File: config.mk
export PLATFORM = sky130hd
export DESIGN_NAME = ifetch_ctrl
export DESIGN_NICKNAME = d
export VERILOG_FILES = /design/src/rtl/ifetch_pkg.sv /design/src/rtl/ifetch_fifo.sv /design/src/rtl/ifetch_ctrl.sv
export SDC_FILE = /design/constraint.sdc
export NUM_CORES = 1
export LEC_CHECK = 0
export ABC_AREA = 1
export ABC_CLOCK_PERIOD_IN_PS = 2300
export CORE_ASPECT_RATIO = 1.1
export CORE_MARGIN = 8
export CORE_UTILIZATION = 32
export CTS_BUF_LIST = sky130_fd_sc_hd__clkbuf_4 sky130_fd_sc_hd__clkbuf_8
export DETAILED_ROUTE_END_ITERATION = 12
export GPL_TIMING_DRIVEN = 1
export PLACE_DENSITY = 0.59
export SLEW_MARGIN = 20
export SYNTH_ARGS = -nofsm -noshare
export SYNTH_HDL_FRONTEND = slang
export SYNTH_SLANG_ARGS = --single-unit
File: constraint.sdc
create_clock -name clk -period 2.3 [get_ports clk]
set_input_delay 0.23 -clock clk [delete_from_list [all_inputs] [get_ports clk]]
set_output_delay 0.23 -clock clk [all_outputs]
set_load 0.03 [all_outputs]
File: src/rtl/ifetch_pkg.sv
// ifetch_pkg: shared constants and entry type for the fetch unit.
// Optional stats ports are enabled with IFETCH_STATS_EN.
package ifetch_pkg;

    localparam int INSTR_W = 32;
    localparam int ENTRY_W = 64;

    localparam logic [1:0] S_FETCH  = 2'd0;
    localparam logic [1:0] S_HALTED = 2'd1;
    localparam logic [1:0] S_FAULT  = 2'd2;

    typedef struct packed {
        logic [31:0]        pc;
        logic [INSTR_W-1:0] instr;
    } fetch_entry_t;

endpackage

File: src/rtl/ifetch_fifo.sv
// ifetch_fifo: DEPTH-entry queue of {pc, instr} fetch results.
// Flush has priority over push and pop; pointers wrap modulo DEPTH.
module ifetch_fifo
    import ifetch_pkg::*;
#(
    parameter int DEPTH = 2,
    localparam int AW = (DEPTH > 1) ? $clog2(DEPTH) : 1,
    localparam int CW = AW + 1
) (
    input  logic         clk,
    input  logic         rst,
    input  logic         push,
    input  logic         pop,
    input  logic         flush,
    input  fetch_entry_t din,
    output fetch_entry_t dout,
    output logic [CW-1:0] count,
    output logic         full,
    output logic         empty
);

    fetch_entry_t  mem_q [DEPTH];
    fetch_entry_t  mem_d [DEPTH];
    logic [AW-1:0] wr_ptr_q, wr_ptr_d;
    logic [AW-1:0] rd_ptr_q, rd_ptr_d;
    logic [CW-1:0] count_q, count_d;

    // next-state for storage, pointers and occupancy
    always_comb begin
        mem_d    = mem_q;
        wr_ptr_d = wr_ptr_q;
        rd_ptr_d = rd_ptr_q;
        count_d  = count_q;
        if (flush) begin
            wr_ptr_d = '0;
            rd_ptr_d = '0;
            count_d  = '0;
        end else begin
            if (push) begin
                mem_d[wr_ptr_q] = din;
                wr_ptr_d        = wr_ptr_q + 1'b1;
            end
            if (pop) begin
                rd_ptr_d = rd_ptr_q + 1'b1;
            end
            count_d = count_q + CW'(push) - CW'(pop);
        end
    end

    // state registers, cleared on reset
    always_ff @(posedge clk or negedge rst) begin
        if (!rst) begin
            for (int i = 0; i < DEPTH; i++) begin
                mem_q[i] <= '0;
            end
            wr_ptr_q <= '0;
            rd_ptr_q <= '0;
            count_q  <= '0;
        end else begin
            mem_q    <= mem_d;
            wr_ptr_q <= wr_ptr_d;
            rd_ptr_q <= rd_ptr_d;
            count_q  <= count_d;
        end
    end

    assign dout  = mem_q[rd_ptr_q];
    assign count = count_q;
    assign full  = (count_q == CW'(DEPTH));
    assign empty = (count_q == '0);

endmodule

File: src/rtl/ifetch_ctrl.sv
// ifetch_ctrl: PC owner and fetch sequencer feeding decode via a queue.
// Define IFETCH_STATS_EN to add fetch_cnt/flush_cnt outputs.
module ifetch_ctrl
    import ifetch_pkg::*;
#(
    parameter int          DEPTH     = 2,
    parameter logic [31:0] RESET_PC  = 32'h0000_0000,
    parameter int          MEM_WORDS = 1024
) (
    input  logic        clk,
    input  logic        rst,
    output logic [31:0] imem_addr,
    input  logic [31:0] imem_rd,
    input  logic        redirect_valid,
    input  logic [31:0] redirect_pc,
    input  logic        halt,
    output logic        out_valid,
    input  logic        out_ready,
    output logic [31:0] out_instr,
    output logic [31:0] out_pc,
    output logic        fault
`ifdef IFETCH_STATS_EN
    ,
    output logic [31:0] fetch_cnt,
    output logic [31:0] flush_cnt
`endif
);

    localparam int          AW       = (DEPTH > 1) ? $clog2(DEPTH) : 1;
    localparam int          CW       = AW + 1;
    localparam logic [32:0] PC_LIMIT = 33'(MEM_WORDS) << 2;

    logic [1:0]   state_q, state_d;
    logic [31:0]  pc_q, pc_d;
    logic         fault_q, fault_d;
    logic         push, flush, pop, push_ok, oor;
    logic         q_full, q_empty;
    logic [CW-1:0] q_count;
    fetch_entry_t q_din, q_dout;

    assign pop     = out_valid & out_ready;
    assign push_ok = ~q_full | pop;
    assign oor     = ({1'b0, pc_q} >= PC_LIMIT);
    assign q_din   = '{pc: pc_q, instr: imem_rd};

    // fetch FSM: redirect > halt > range fault > push/stall
    always_comb begin
        state_d = state_q;
        pc_d    = pc_q;
        fault_d = fault_q;
        push    = 1'b0;
        flush   = 1'b0;
        unique case (state_q)
            S_FETCH: begin
                if (redirect_valid) begin
                    flush = 1'b1;
                    pc_d  = redirect_pc & ~32'h3;
                end else if (halt) begin
                    state_d = S_HALTED;
                end else if (oor) begin
                    state_d = S_FAULT;
                    fault_d = 1'b1;
                end else if (push_ok) begin
                    push = 1'b1;
                    pc_d = pc_q + 32'd4;
                end
            end
            S_HALTED: begin
                if (redirect_valid) begin
                    flush = 1'b1;
                    pc_d  = redirect_pc & ~32'h3;
                end else if (!halt) begin
                    state_d = S_FETCH;
                end
            end
            S_FAULT: begin
                if (redirect_valid) begin
                    flush   = 1'b1;
                    pc_d    = redirect_pc & ~32'h3;
                    fault_d = 1'b0;
                    state_d = S_FETCH;
                end
            end
            default: begin
                state_d = S_FETCH;
            end
        endcase
    end

    // FSM, PC and sticky fault registers
    always_ff @(posedge clk or negedge rst) begin
        if (!rst) begin
            state_q <= S_FETCH;
            pc_q    <= RESET_PC;
            fault_q <= 1'b0;
        end else begin
            state_q <= state_d;
            pc_q    <= pc_d;
            fault_q <= fault_d;
        end
    end

    ifetch_fifo #(
        .DEPTH (DEPTH)
    ) u_fifo (
        .clk   (clk),
        .rst   (rst),
        .push  (push),
        .pop   (pop),
        .flush (flush),
        .din   (q_din),
        .dout  (q_dout),
        .count (q_count),
        .full  (q_full),
        .empty (q_empty)
    );

    assign imem_addr = pc_q;
    assign out_valid = ~q_empty;
    assign out_pc    = q_dout.pc;
    assign out_instr = q_dout.instr;
    assign fault     = fault_q;

`ifdef IFETCH_STATS_EN
    logic [31:0] fetch_cnt_q, fetch_cnt_d;
    logic [31:0] flush_cnt_q, flush_cnt_d;

    // push and flushed-entry counters, free-running with wrap
    always_comb begin
        fetch_cnt_d = fetch_cnt_q + 32'(push);
        flush_cnt_d = flush_cnt_q;
        if (flush) begin
            flush_cnt_d = flush_cnt_q + 32'(q_count);
        end
    end

    // statistics registers
    always_ff @(posedge clk or negedge rst) begin
        if (!rst) begin
            fetch_cnt_q <= '0;
            flush_cnt_q <= '0;
        end else begin
            fetch_cnt_q <= fetch_cnt_d;
            flush_cnt_q <= flush_cnt_d;
        end
    end

    assign fetch_cnt = fetch_cnt_q;
    assign flush_cnt = flush_cnt_q;
`else
    logic unused_count;
    assign unused_count = ^q_count;
`endif

endmodule
==> out/qor.yml <==
yosys:
  ys_seq_elements: 161
  netlist.area_leader.share: 0.5004
  synth_warnings: 0
  synth_xor_xnor_area_share: 0.01088
  synth-seq-area-share: 0.5004
  synth_adder_area_share: 0.01243
  synth_cells: 1078
  synth_simple_gate_area_frac: 0.2951
  muxShareOfSynthArea: 0
  syn-cell-area_um2: 8051
  synth_area_leaders: "dfrtp_1 50%, nand2_1 18%, o21ai_0 6.2%"
  synth_compound_area_frac: 0.08998
  synth_top_area_cell: "dfrtp_1"
  synth_top_family_by_area: "simple AND/OR/NAND/NOR gates"
  syn_avg_cell_area_um2: 7.469
  synth_cell_types: 29
hold_path:
  hold_path_class: "in -> async"
clock_network:
  htreeDepth: 4
  clk_latency_ns: 0.45
  clkTransAtPathRegs_ns: 0.10
  cts_tree: "built"
  clockBufferDepth: 2
  cts_buffers: 17
  root_buffer: "clkbuf_8"
  cts_num_sinks: 161
setup_path:
  cp-start-kind: "flip-flop"
  worstSetupEndpointType: "primary output"
  cp_max_fo: 34
  arrival_ns: 1.97
  required_ns: 2.07
  path_class: "reg -> out"
pwr:
  total_power_mw: 11.51
  ir_drop_mv: 0.7094
  p_per_area_nw_per_um2: 1096
  leakagePower_nw: 4.945
detailed_routing:
  dr.pass1.iters: 5
  routed_via_density: 4.546
  highest_layer: "met4"
  drcViolationCount: 0
  drtIter0Drc: 490
  totalWireLength_um: 23010
  met3_length_um: 1433
  antenna_left: 0
  detailroute.via_count: 7141
  wl_met1_um: 10510
  routed-wl-met2_um: 10680
  wl_per_cell_um: 14.65
global_routing:
  grt_util_all_layers: 0.1544
  antenna_found_initial: 0
  grt.overflow.total: 0
  grt_pass1_vias: 7205
  grt_max_degree: 77
  grt_pass1_wl_um: 38220
die:
  core_area_um2: 25030
  fp.dieArea_um2: 30500
  placement_rows: 61
  die_h_um: 182.4
  ios: 167
  start_util: 0.3216
  dieWidth_um: 167.2
place:
  place_inst: 1537
  io_buffers: 160
  hpwl_um: 16380
  gp_congestion: 0.9034
timing:
  hold_viol: 0
  rsz0062_at_grt: "false"
  skew_ns: 0.01585
  clock.fmax_mhz: 454.0
  slew_viol_final: 0
  fin_tns_setup_ns: 0
  post-route-period-util: 0.9577
  setup_viol_count_final: 0
  min_period_ns: 2.203
cells_and_area:
  mostFrequentLayoutCells: "387 x nand2_1, 160 x dfrtp_1, 118 x inv_1, 107 x nor2_1, 100 x o21ai_0"
  nNetsFinal: 1320
  final_common_cell: "nand2_1"
  syn2layout_area_growth_pct: 30.49
  fin_util: 0.4197
  stdcell_count: 1571
  num_antenna_cells: 0
  drive_gt1_frac: 0.08121
run_status:
  outcome: "finished clean"
flow_run:
  drv_cap: 0
sequential cells by signal (all words and copies together) (netlist names):
signal,cells
fault,1
u_fifo.wr_ptr_q,1
u_fifo.rd_ptr_q,1
state_q,2
u_fifo.count,2
u_fifo.mem_q,124
imem_addr,30
final timing paths:
check	start	end	slack [ns]	cells past startpoint
min in group clk	imem_rd[15]	u_fifo.mem_q[15]$_DFFE_PN0P_	0.34	3
worst max-delay path	u_fifo.rd_ptr_q$_DFFE_PN0P_	out_instr[5]	0.1	3
worst min register to register	u_fifo.mem_q[117]$_DFFE_PN0P_	u_fifo.mem_q[117]$_DFFE_PN0P_	0.49	2
worst min-delay path	rst	imem_addr[24]$_DFFE_PN0P_	0.26	2
max in group asynchronous	rst	u_fifo.mem_q[43]$_DFFE_PN0P_	1.36	3
worst max register to register	imem_addr[28]$_DFFE_PN0P_	u_fifo.mem_q[107]$_DFFE_PN0P_	0.20	10
stage by stage:
| step | setup WS (ns) | hold slack (ns) | area, um^2 |
|---|---|---|---|
| after floorplan | 0.5093 | -0.06559 | 8063 |
| after global placement | 0.2050 | 0.1963 | 10150 |
| after detailed placement | 0.1832 | 0.2008 | 10150 |
| after CTS | 0.01532 | 0.2495 | 10530 |
| after global routing | 0.003025 | 0.2650 | 10510 |
| final | 0.09739 | 0.2610 | 10510 |
cells in the mapped netlist (all sizes together):
cell,n
a21oi,3
a31oi,1
a32oi,1
buf,24
clkbuf,29
conb,1
dfrtp,161
ha,8
inv,120
nand2,388
nand3,58
nand3b,11
nand4,2
nor2,111
nor3,1
o21ai,135
or2,14
xnor2,4
xor2,6
where the power goes:
| group | internal (mW) | total (mW) | switching (mW) |
|---|---|---|---|
| clock | 1.11 | 2.29 | 1.18 |
| sequential | 3.14 | 3.66 | 0.515 |
| combinational | 2.00 | 5.56 | 3.56 |
per-layer routing:
metal  up-vias  track usage
met4         0      0.04467
met3        21      0.04538
met2       171       0.2545
met5         -            0
li1       3640            -
met1      3309       0.1938
critical path, cell delays in order (launching register included):
cell and delay, ns:
dfrtp_4 0.61, buf_12 0.21, o21ai_0 0.25, dlygate4sd2_1 0.44
area by class of cell:
class                      count  area [um^2]
clock buffer                  17        234.0
clock inverter                15        196.4
fill                        2598        14530
inverter                     120        450.4
multi-input combinational    747         3306
sequential                   161         4033
tap                          315        394.1
timing repair buffer         196         1893
kinds of logic (layout without fill, tap and decap cells):
kind of cell             Yosys count  in the layout
buffers and inverters            173            348
adder cells (fa/ha/maj)            8              8
other                              1              4
XOR/XNOR                          10             10
flip-flops                       161            161
AND/OR/NAND/NOR                  585            585
AO/OA/AOI/OAI                    140            140
what timing repair did:
action                     4_1_cts  5_1_grt
setup endpoints to repair       60        6
hold endpoints to repair        36        0
gates resized for setup         60       17
hold buffers                     1        0
buffers inserted                 1        0
No activity file was read; power rests on OpenSTA's default activity.
==> RTL edit 1: new RTL, same settings <==
`DEPTH` is set to 2 in 2 places; all go to 1.
--- a/src/rtl/ifetch_fifo.sv
+++ b/src/rtl/ifetch_fifo.sv
@@ -3,7 +3,7 @@
 module ifetch_fifo
     import ifetch_pkg::*;
 #(
-    parameter int DEPTH = 2,
+    parameter int DEPTH = 1,
     localparam int AW = (DEPTH > 1) ? $clog2(DEPTH) : 1,
     localparam int CW = AW + 1
 ) (
--- a/src/rtl/ifetch_ctrl.sv
+++ b/src/rtl/ifetch_ctrl.sv
@@ -3,7 +3,7 @@
 module ifetch_ctrl
     import ifetch_pkg::*;
 #(
-    parameter int          DEPTH     = 2,
+    parameter int          DEPTH     = 1,
     parameter logic [31:0] RESET_PC  = 32'h0000_0000,
     parameter int          MEM_WORDS = 1024
 ) (
Function: changed (Yosys sat finds a counterexample within 4 cycles, from zero or initial values and one cycle with rst low).
==> RTL edit 1 against the unedited design <==
- total power is 39% lower
- sequential cell count down 63
- final area decreased by 30%
- sequential power shrank 38%
- routed wire length shrank 28%
- worst setup slack gained 0.16 ns
- synthesized cell count down 34%
- first-iteration DRC count is 31% lower
- synthesized area is 36% lower
- die area down 33%
- highest routed layer unchanged
==> RTL edit 1: results (changes against the unedited design) <==
[logic_synthesis]
synth.distinct_cells = 33  ; was 29
synth_adder_area_share = 0.0170  ; was 0.0124
seq_area_frac_synth = 0.475  ; was 0.500
yosys-top-cells-area = dfrtp_1, nand2_1, nand3_1  ; was dfrtp_1, nand2_1, o21ai_0
synth_commonest_cells = nand2_1, dfrtp_1, nor2_1  ; was nand2_1, dfrtp_1, inv_1
synthXorXnorAreaFrac = 0.0170  ; was 0.0109
synth-compound-area-share = 0.0463  ; was 0.0900

[drt]
wl_met2_um = 7130  ; was 10700 um
drtIter0Drc = 340  ; was 490
dr.pass1.iters = 6  ; was 5
wl_um = 16500  ; was 23000 um
drt-vias-per-instance = 4.59  ; was 4.55

[global_routing]
grt_use_total = 0.163  ; was 0.154
grt_pass1_wl_um = 26100  ; was 38200 um
met3_usage = 0.0371  ; was 0.0454
grtUsageMet1 = 0.217  ; was 0.194

[pwr]
p_leak_nw = 3.65  ; was 4.95 nW
vdd_drop_max_uv = 612  ; was 709 uV

[placed_design]
place_area_mm2 = 0.00714  ; was 0.0101 mm2
gp_congestion = 0.935  ; was 0.903

[worst_setup_path]
critPathSlowestCell = dfrtp_1  ; was dfrtp_4
rr_worst_depth = 9  ; was 10
cpPeakStageDelay_ns = 0.39  ; was 0.61 ns
endpoint_kind = flip-flop  ; was output port
cp.arrival_ns = 2.35  ; was 1.97 ns
cp_max_fo = 35  ; was 34

[final_layout]
largest_register_ffs = 62  ; was 124

[clock_tree]
clock_latency_ns = 0.38  ; was 0.45 ns

[run_status]
status = finished, final reports clean  ; unchanged

[sta]
skew_ns = 0.0186  ; was 0.0159 ns

## RTL edit 1: cell count changes after synthesis, sizes merged, moves of 3 or more
cell and delta:
a21oi +3, buf -5, clkbuf -20, dfrtp -63
inv -64, nand2 -71, nand3b -3, nand4 +3
nor2 -43, o21ai -103, or2 -7
## RTL edit 1: tightest hold or removal path, delay by kind of cell
kind,cells,cell delay [ns]
buffers and inverters,1,0.39
and+or+nand+nor,2,0.10
## RTL edit 1: area by class of cell
cell class	instances	area [um2]
clock buffer	11	151
clock inverter	3	25.0
fill	1586	8400
inverter	58	223
multi-input combinational	526	2320
sequential	98	2450
tap	200	250
timing repair buffer	196	1910
## RTL edit 1: power by group
group | internal [mW] | leakage, nW | switching, mW
Combinational | 1.44 | 2.25 | 2.24
Sequential | 2.02 | 1.31 | 0.241
Clock | 0.447 | 0.0879 | 0.619
## RTL edit 1: repair_timing
action,CTS,global route
hold endpoints to repair,38,0
setup buffers,0,0
hold buffers,1,0
==> RTL edit 2: new RTL, same settings <==
Without the edit above. Register the output `fault` once more, with the module's reset; this adds one clock of latency there. The other outputs are not delayed to match.
--- a/src/rtl/ifetch_ctrl.sv
+++ b/src/rtl/ifetch_ctrl.sv
@@ -119,7 +119,13 @@
     assign out_valid = ~q_empty;
     assign out_pc    = q_dout.pc;
     assign out_instr = q_dout.instr;
-    assign fault     = fault_q;
+    always_ff @(posedge clk or negedge rst) begin
+        if (!rst) begin
+            fault <= '0;
+        end else begin
+            fault <= fault_q;
+        end
+    end
 
 `ifdef IFETCH_STATS_EN
     logic [31:0] fetch_cnt_q, fetch_cnt_d;
Behaviour: not the same (Yosys sat finds a counterexample within 4 cycles, from zero or initial values and one cycle with rst low).
==> RTL edit 2 against the unedited design <==
- routed wire length increased by 0.17%
- first-iteration DRC count is 0.61% lower
- worst hold slack better by 0.067 ns
- total power decreased by 2.1%
- worst setup slack worse by 0.014 ns
- sequential cell count rose by 1
- maximum frequency is 0.65% lower
- final area fell by 0.46%
- synthesized area up 0.31%
- critical path type unchanged
- critical endpoint is now out_pc[24]
- largest cell class unchanged
==> RTL edit 2: results (changes against the unedited design) <==
[sta]
whs_ns = 0.329  ; was 0.261 ns
slew_headroom = 0.562
skew_ns = 0.0226  ; was 0.0159 ns
setup_ws_ns = 0.0830  ; was 0.0974 ns

[clock_tree]
cts_setup_buffers = 0  ; was 1
postCtsResizedCells = 63  ; was 60
cts_sinks = 162  ; was 161
clkTransAtPathRegs_ns = 0.11
cts_max_level = 4  ; unchanged

[logic_synthesis]
syn_inst = 1079  ; was 1078
seq_area_frac_synth = 0.502  ; was 0.500
synth_commonest_cells = nand2_1, dfrtp_1, inv_1  ; unchanged
yosys-top-cells-area = dfrtp_1, nand2_1, o21ai_0  ; unchanged

[pwr]
clkPwrFrac = 0.183  ; was 0.199
p_int_mw = 5.95  ; was 6.26 mW
p_leak_nw = 4.92  ; was 4.95 nW
pg_clk_mw = 2.06  ; was 2.29 mW
seq_power_share = 0.328  ; was 0.318
vdd_drop_max_uv = 812  ; was 709 uV

[placed_design]
dp_hpwl_um = 16200  ; was 16400 um
gp_congestion = 0.945  ; was 0.903
numPlacedInstances = 1536  ; was 1537
io_buffers = 160  ; unchanged
place_area_mm2 = 0.0101  ; about the same
place_ws_ns = 0.217  ; was 0.183 ns

[drt]
wl_met1_um = 10400  ; was 10500 um
drtIter0Drc = 487  ; was 490
wire_per_inst_um = 14.7  ; was 14.6 um
wl_um = 23000  ; about the same
wl_met2_um = 10500  ; was 10700 um
wl_met3_um = 1530  ; was 1430 um
drt-vias-per-instance = 4.56  ; was 4.55

[run_status]
status = finished, final reports clean  ; unchanged

[worst_setup_path]
cp_max_fo = 14  ; was 34
reg2reg_to = u_fifo.mem_q[64]$_DFFE_PN0P_  ; was u_fifo.mem_q[107]$_DFFE_PN0P_
rr_worst_depth = 9  ; was 10
cp.arrival_ns = 1.99  ; was 1.97 ns
cp-endpoint = out_pc[24]  ; was out_instr[5]
critPathSlowestCell = dfrtp_4  ; unchanged

[final_layout]
drive_gt1_frac = 0.0773  ; was 0.0812
nets = 1319  ; was 1320
largest_register = u_fifo.mem_q  ; unchanged

[global_routing]
grt_pass1_vias = 7174  ; was 7205
grt_use_total = 0.151  ; was 0.154
grt_pass1_wl_um = 37200  ; was 38200 um
grt_antenna_before_repair = 0  ; unchanged
grtUsageMet1 = 0.187  ; was 0.194
met3_usage = 0.0465  ; was 0.0454
grt_max_degree = 66  ; was 77
gr-usage-met2 = 0.243  ; was 0.255

[worst_hold_path]
hp-class = primary input to flip-flop  ; was primary input to asynchronous set/reset pin

## RTL edit 2: cell count changes in the layout (fill, tap and decap cells not counted), moves of 2 or more
cell             delta
bufinv_16           -3
dlygate4sd2_1       -2
buf_12              -2
buf_4               -2
clkinv_8            +2
dlygate4sd1_1       +3
clkdlybuf4s15_1     +2
## RTL edit 2: cell families (layout without fill, tap and decap cells)
family,after synthesis,count (layout),synth area share
AOI/OAI and AO/OA,140,140,0.0897
xor gates and xnor gates,10,10,0.0108
DFF,162,162,0.502
and+or+nand+nor,585,585,0.294
buffers and inverters,173,346,0.0905
adders and majority gates,8,8,0.0124
other,1,4,0.000464
## RTL edit 2: worst max-delay path: cells and delay by family, from the launching register on
kind	cells	cell delay (ns)
AOI/OAI and AO/OA	1	0.28
buffers and inverters	2	0.65
DFF	1	0.61
## RTL edit 2: layout make-up
type,instances,area (um2)
sequential,162,4060
timing repair buffer,194,1860
fill,2582,14600
inverter,120,450
clock inverter,14,146
clock buffer,18,241
tap,315,394
multi-input combinational,747,3310
